`src/rtl/note_voice_alloc.sv`:
```
// Polyphonic voice allocator: each accepted MIDI key event scans every voice, one per clock,
// then assigns or releases one voice. Priority is retrigger, idle, released, round-robin steal.
module note_voice_alloc #(
    parameter int VOICES  = 8,
    parameter int V_WIDTH = 3
) (
    input  logic               OSC_CLK,
    input  logic               iRST_N,
    input  logic               ev_valid,
    output logic               ev_ready,
    input  logic               ev_is_on,
    input  logic [6:0]         ev_key,
    input  logic [6:0]         ev_vel,
    input  logic               all_off,
    input  logic [VOICES-1:0]  voice_free,
    output logic [VOICES-1:0]  keys_on,
    output logic               note_on,
    output logic [V_WIDTH-1:0] cur_key_adr,
    output logic [7:0]         cur_key_val,
    output logic [7:0]         cur_vel_on,
    output logic [7:0]         cur_vel_off
);

    typedef enum logic [1:0] {
        IDLE  = 2'd0,
        SCAN  = 2'd1,
        APPLY = 2'd2
    } state_t;

    localparam logic [V_WIDTH-1:0] LAST_IDX = V_WIDTH'(VOICES - 1);

    state_t               state_q, state_d;
    logic [V_WIDTH-1:0]   scanIdx_q, scanIdx_d;
    logic [6:0]           evKey_q, evKey_d;
    logic [6:0]           evVel_q, evVel_d;
    logic                 evIsOn_q, evIsOn_d;
    logic                 matchFound_q, matchFound_d;
    logic [V_WIDTH-1:0]   matchIdx_q, matchIdx_d;
    logic                 idleFound_q, idleFound_d;
    logic [V_WIDTH-1:0]   idleIdx_q, idleIdx_d;
    logic                 relFound_q, relFound_d;
    logic [V_WIDTH-1:0]   relIdx_q, relIdx_d;
    logic [VOICES-1:0]    keys_on_q, keys_on_d;
    logic [6:0]           key_tab_q [VOICES];
    logic [6:0]           key_tab_d [VOICES];
    logic [V_WIDTH-1:0]   steal_ptr_q, steal_ptr_d;
    logic                 note_on_q, note_on_d;
    logic [V_WIDTH-1:0]   cur_key_adr_q, cur_key_adr_d;
    logic [7:0]           cur_key_val_q, cur_key_val_d;
    logic [7:0]           cur_vel_on_q, cur_vel_on_d;
    logic [7:0]           cur_vel_off_q, cur_vel_off_d;

    logic                 hitMatch, hitIdle, hitRel;
    logic [V_WIDTH-1:0]   sel;

    // A panic request blocks acceptance so the event is never half-processed.
    assign ev_ready = iRST_N && (state_q == IDLE) && !all_off;

    assign keys_on     = keys_on_q;
    assign note_on     = note_on_q;
    assign cur_key_adr = cur_key_adr_q;
    assign cur_key_val = cur_key_val_q;
    assign cur_vel_on  = cur_vel_on_q;
    assign cur_vel_off = cur_vel_off_q;

    always_ff @(posedge OSC_CLK) begin
        if (!iRST_N) begin
            state_q       <= IDLE;
            scanIdx_q     <= '0;
            evKey_q       <= '0;
            evVel_q       <= '0;
            evIsOn_q      <= 1'b0;
            matchFound_q  <= 1'b0;
            matchIdx_q    <= '0;
            idleFound_q   <= 1'b0;
            idleIdx_q     <= '0;
            relFound_q    <= 1'b0;
            relIdx_q      <= '0;
            keys_on_q     <= '0;
            key_tab_q     <= '{default: '0};
            steal_ptr_q   <= '0;
            note_on_q     <= 1'b0;
            cur_key_adr_q <= '0;
            cur_key_val_q <= '0;
            cur_vel_on_q  <= '0;
            cur_vel_off_q <= '0;
        end else begin
            state_q       <= state_d;
            scanIdx_q     <= scanIdx_d;
            evKey_q       <= evKey_d;
            evVel_q       <= evVel_d;
            evIsOn_q      <= evIsOn_d;
            matchFound_q  <= matchFound_d;
            matchIdx_q    <= matchIdx_d;
            idleFound_q   <= idleFound_d;
            idleIdx_q     <= idleIdx_d;
            relFound_q    <= relFound_d;
            relIdx_q      <= relIdx_d;
            keys_on_q     <= keys_on_d;
            key_tab_q     <= key_tab_d;
            steal_ptr_q   <= steal_ptr_d;
            note_on_q     <= note_on_d;
            cur_key_adr_q <= cur_key_adr_d;
            cur_key_val_q <= cur_key_val_d;
            cur_vel_on_q  <= cur_vel_on_d;
            cur_vel_off_q <= cur_vel_off_d;
        end
    end

    // voice_free is sampled live for the voice under examination only.
    assign hitMatch = keys_on_q[scanIdx_q] && (key_tab_q[scanIdx_q] == evKey_q);
    assign hitIdle  = !keys_on_q[scanIdx_q] && voice_free[scanIdx_q];
    assign hitRel   = !keys_on_q[scanIdx_q];

    always_comb begin
        state_d       = state_q;
        scanIdx_d     = scanIdx_q;
        evKey_d       = evKey_q;
        evVel_d       = evVel_q;
        evIsOn_d      = evIsOn_q;
        matchFound_d  = matchFound_q;
        matchIdx_d    = matchIdx_q;
        idleFound_d   = idleFound_q;
        idleIdx_d     = idleIdx_q;
        relFound_d    = relFound_q;
        relIdx_d      = relIdx_q;
        keys_on_d     = keys_on_q;
        key_tab_d     = key_tab_q;
        steal_ptr_d   = steal_ptr_q;
        note_on_d     = 1'b0;
        cur_key_adr_d = cur_key_adr_q;
        cur_key_val_d = cur_key_val_q;
        cur_vel_on_d  = cur_vel_on_q;
        cur_vel_off_d = cur_vel_off_q;
        sel           = '0;

        case (state_q)
            IDLE: begin
                if (ev_valid && ev_ready) begin
                    evKey_d      = ev_key;
                    evVel_d      = ev_vel;
                    evIsOn_d     = ev_is_on;
                    scanIdx_d    = '0;
                    matchFound_d = 1'b0;
                    idleFound_d  = 1'b0;
                    relFound_d   = 1'b0;
                    state_d      = SCAN;
                end
            end

            SCAN: begin
                if (!matchFound_q && hitMatch) begin
                    matchFound_d = 1'b1;
                    matchIdx_d   = scanIdx_q;
                end
                if (!idleFound_q && hitIdle) begin
                    idleFound_d = 1'b1;
                    idleIdx_d   = scanIdx_q;
                end
                if (!relFound_q && hitRel) begin
                    relFound_d = 1'b1;
                    relIdx_d   = scanIdx_q;
                end
                scanIdx_d = scanIdx_q + V_WIDTH'(1);

                // The decision folds in the last voice combinationally so results appear in APPLY.
                if (scanIdx_q == LAST_IDX) begin
                    state_d   = APPLY;
                    scanIdx_d = '0;
                    if (evIsOn_q && (evVel_q != 7'd0)) begin
                        if (matchFound_d) begin
                            sel = matchIdx_d;
                        end else if (idleFound_d) begin
                            sel = idleIdx_d;
                        end else if (relFound_d) begin
                            sel = relIdx_d;
                        end else begin
                            sel         = steal_ptr_q;
                            steal_ptr_d = (steal_ptr_q == LAST_IDX) ? '0 : steal_ptr_q + V_WIDTH'(1);
                        end
                        keys_on_d[sel] = 1'b1;
                        key_tab_d[sel] = evKey_q;
                        cur_key_adr_d  = sel;
                        cur_key_val_d  = {1'b0, evKey_q};
                        cur_vel_on_d   = {1'b0, evVel_q};
                        note_on_d      = 1'b1;
                    end else if (matchFound_d) begin
                        keys_on_d[matchIdx_d] = 1'b0;
                        cur_key_adr_d         = matchIdx_d;
                        cur_key_val_d         = {1'b0, evKey_q};
                        cur_vel_off_d         = {1'b0, evVel_q};
                    end
                end
            end

            APPLY: begin
                state_d = IDLE;
            end

            default: begin
                state_d = IDLE;
            end
        endcase

        // Panic wins over everything, including an allocation decided this very cycle.
        if (all_off) begin
            state_d       = IDLE;
            scanIdx_d     = '0;
            keys_on_d     = '0;
            key_tab_d     = key_tab_q;
            steal_ptr_d   = steal_ptr_q;
            note_on_d     = 1'b0;
            cur_key_adr_d = cur_key_adr_q;
            cur_key_val_d = cur_key_val_q;
            cur_vel_on_d  = cur_vel_on_q;
            cur_vel_off_d = cur_vel_off_q;
        end
    end

endmodule

```
`config.mk`:
```
export PLATFORM = sky130hd
export DESIGN_NAME = note_voice_alloc
export DESIGN_NICKNAME = d
export VERILOG_FILES = /design/src/rtl/note_voice_alloc.sv
export SDC_FILE = /design/constraint.sdc
export NUM_CORES = 1
export LEC_CHECK = 0
export CORE_MARGIN = 10
export CORE_UTILIZATION = 31
export CTS_CLUSTER_SIZE = 24
export DETAILED_ROUTE_END_ITERATION = 10
export DONT_BUFFER_PORTS = 1
export SETUP_SLACK_MARGIN = 0.1
export SKIP_LAST_GASP = 1
export SLEW_MARGIN = 5
export SYNTH_ARGS = -nofsm -noshare
export SYNTH_HDL_FRONTEND = slang
export SYNTH_SLANG_ARGS = --single-unit
```
`constraint.sdc`:
```
create_clock -name OSC_CLK -period 3.2 [get_ports OSC_CLK]
set_input_delay 0.48 -clock OSC_CLK [delete_from_list [all_inputs] [get_ports OSC_CLK]]
set_output_delay 0.48 -clock OSC_CLK [all_outputs]
set_load 0.02 [all_outputs]
```
==> results.tsv <==
stage	metric	value	unit
worst_hold_path	worst hold path type	input pin to flop	
clock_tree	clk slew on worst S/H paths	0.05	ns
synthesis	Yosys warnings	0	
floorplan	row cnt	50	
timing	final setup vio count	0	
global_route	largest net degree at the start of global routing	69	
worst_setup_path	Top Family by Delay on Critical Path	multiplexers	
drt	met3 WL	759	um
power_and_ir_drop	Pwr per Cell Area	492	nW/um2
timing	crit share post-route	98.9	%
worst_setup_path	WP buf/inv	4	
timing	setup tns final	0	ns
timing	Fin. Hold Viols	0	
clock_tree	Hold Buf Count CTS	0	
global_route	Overflow after GRT	0	
synthesis	Post-synth ARST share	0	%
drt	DR DRC count	0	
placement	Port Buffers	0	
finish	layout cell share with drive strength beyond 1	20.4	%
finish	Syn-to-layout area delta	22.6	%
placement	DP Wirelength	10.9	mm
clock_tree	H-tree depth	4	
finish	final instance area	7130	um2
floorplan	Core Area	18600	um2
finish	fin nets	694	
power_and_ir_drop	Peak VDD IR	0.000355	V
drt	mean number of vias per cell	4.98	
floorplan	DIE HEIGHT	157	um
timing	WHS	0.198	ns
synthesis	Post-Synthesis Cell Area	5820	um2
status	outcome	completed	
clock_tree	clk root buf	clkbuf_16	
timing	maximum clock frequency	316	MHz
clock_tree	maximum clock path buffer count	2	
worst_setup_path	CP Cell Sequence	buf_12, mux4_2, mux2i_1, xor2_1, nand3_2, buf_4, nor3_4, mux2_4, a21oi_2, buf_6, nor3_4, buf_12, mux2i_1	
drt	Detail Route Antenna Nets	0	
global_route	first-pass GRT wire length	24.0	mm
clock_tree	CTS tree	done	
synthesis	Mean Syn Cell Area	9.25	um2
finish	Util after Layout	38.4	%
clock_tree	clk sinks	124	
floorplan	# IOs	64	
floorplan	starting density of the core	31.3	%
drt	uppermost layer routed	met5	
power_and_ir_drop	Leak	2.87	nW
synthesis	Most used DFF post-synth	dfxtp_1	
drt	met1 WL	6.89	mm
timing	Period minus WS final	3.16	ns
synthesis	Yosys reg bits	124	
drt	vias	4535	
drt	initial DRC count	241	
worst_setup_path	critical path type	flop to flop	
synthesis	library cells used by synthesis	53	
drt	Routed Wire Length	15.2	mm
timing	max-slew violations	0	
drt	First-pass DRT Iterations	4	
synthesis	sequential area share after synthesis	42.7	%
drt	Routed wire per std cell	16.7	um
placement	placer congestion estimate	0.827	
worst_setup_path	data arrival time of the worst path	3.45	ns
floorplan	die outline width	157	um
timing	clock skew	0.0117	ns
worst_setup_path	Setup crit start kind	flop	
clock_tree	clk_lat worst skew	0.42	ns
global_route	Total GRT Usage	12.4	%
synthesis	cell count after synthesis	629	
worst_setup_path	Worst Path Max Fanout	8	
drt	routed wl met2	7.30	mm
job	max_cap viols	0	
finish	fin cells	910	
worst_setup_path	Crit. End Element	flop	
global_route	antenna violations before repair	1	
timing	worst-margin pin slew	0.762	ns
timing	RSZ-0062 raised after global routing	true	
finish	diodes inserted	0	
worst_setup_path	max incr delay on CP	0.50	ns
worst_setup_path	CP max-delay cell	mux4_2	
worst_setup_path	WP data required	3.48	ns
clock_tree	CTS buffer count	17	
floorplan	DIE AREA	24600	um2
global_route	vias in the first global route	4379	
finish	fillcell total	1850	
placement	area of placed instances	6440	um2
timing	worst relative slew slack	49.2	%
placement	Placed Instances	875	
synthesis	Post-synth EDFFs	0	
## synth_stat cells (all sizes together) (5+ instances only)
cell | number | share of area (%)
a21oi | 40 | 3.5
mux2i | 104 | 18
or3 | 8 | 0.86
nand2b | 7 | 0.75
mux4 | 9 | 3.5
nor2b | 7 | 0.75
nor3 | 15 | 2.2
nand2 | 126 | 8.1
clkbuf | 30 | 1.9
nand3 | 17 | 1.6
nor2 | 41 | 2.6
inv | 5 | 0.32
o21ai | 18 | 1.6
dfxtp | 124 | 43
mux2 | 13 | 2.5
buf | 11 | 1.2
## cells by family after synthesis
group | count (synthesis) | synth area share, %
fa+ha+maj | 4 | 0.860
mux | 126 | 23.9
buf+inv | 48 | 3.61
compound gates | 86 | 9.36
xor+xnor | 4 | 0.602
flops | 124 | 42.7
simple gates | 236 | 18.9
other cells | 1 | 0.0645
## power by group
group	internal (W)	leakage, nW	switching, W
combinational	0.0000471	1.59	0.0000747
clock	0.00113	0.285	0.000687
sequential	0.00155	1.00	0.0000125
## final cells by class
class | count | area, um2 | share of cell area (%)
multi-input cells | 459 | 3230 | 45.3
well taps | 234 | 293 | 4.10
inverters | 7 | 26.3 | 0.368
repair buffers | 54 | 517 | 7.24
flip-flops and latches | 124 | 2490 | 34.9
clock buffers | 24 | 522 | 7.31
clock inverters | 8 | 56.3 | 0.789
## layout by cell type (no fill, tap or decap), drive strengths merged, types with 3 or more instances in the layout
master,netlist,routed
or4,3,3
a22oi,3,3
mux4,9,9
xor2,4,4
a31oi,4,4
conb,1,3
nor2b,7,7
or3,8,8
nor3,15,15
nand3,17,17
clkinv,2,7
and2,4,4
mux2,13,13
a21oi,40,40
nand2,126,126
a22o,3,3
inv,5,6
ha,4,4
o21ai,18,18
o31ai,4,4
buf,11,54
o22ai,3,3
nor2,41,41
nand2b,7,7
clkbuf,30,24
mux2i,104,104
dfxtp,124,124
## per-stage QoR
| stage | total power, W | worst slack (ns) |
|---|---|---|
| 2_1_floorplan | 0.00169 | 0.0594 |
| 3_3_place_gp | 0.00171 | -0.0619 |
| 3_5_place_dp | 0.00171 | -0.0577 |
| 4_1_cts | 0.00354 | 0.0529 |
| 5_1_grt | 0.00363 | -0.104 |
| 6_report | 0.00351 | 0.0351 |
## worst register-to-register path, stage by stage, from the launching register on
cell and delay (ns):
dfxtp_4 0.37, buf_12 0.13, mux4_2 0.50, mux2i_1 0.18, xor2_1 0.23, nand3_2 0.15, buf_4 0.17, nor3_4 0.16
mux2_4 0.34, a21oi_2 0.26, buf_6 0.19, nor3_4 0.05, buf_12 0.18, mux2i_1 0.12
## path summary, 6_finish.rpt
| kind | from | endpoint | slack (ns) | cells after the start |
|---|---|---|---|---|
| setup / recovery | scanIdx_q[0] | key_tab_q[6] | 0.04 | 13 |
| hold / removal | ev_key[4] | evKey_q[4] | 0.20 | 2 |
| setup reg to reg | scanIdx_q[0] | key_tab_q[6] | 0.04 | 13 |
| hold reg to reg | relIdx_q[1] | relIdx_q[1] | 0.45 | 2 |
## registers in the layout (all words and copies together) (netlist names), 2 cells and up
name and count:
idleIdx_q 3, scanIdx_q 3, evVel_q 7, relIdx_q 3, evKey_q 7, steal_ptr_q 3
cur_vel_off 7, state_q 2, keys_on 8, cur_vel_on 7, matchIdx_q 3, key_tab_q 56
cur_key_adr 3, cur_key_val 7
## metal layers
metal	track usage, %	vias up
met4	4.00	2
met1	15.4	2169
met5	0	-
met2	19.8	79
met3	4.12	18
li1	-	2267
## repair_timing
item	4_1_cts	5_1_grt
setup buffers	3	0
cloned	0	0
endpoints found under the setup margin	67	80
pin swaps	5	2
resized for setup	16	4
Power figures use the tool's default switching activity.
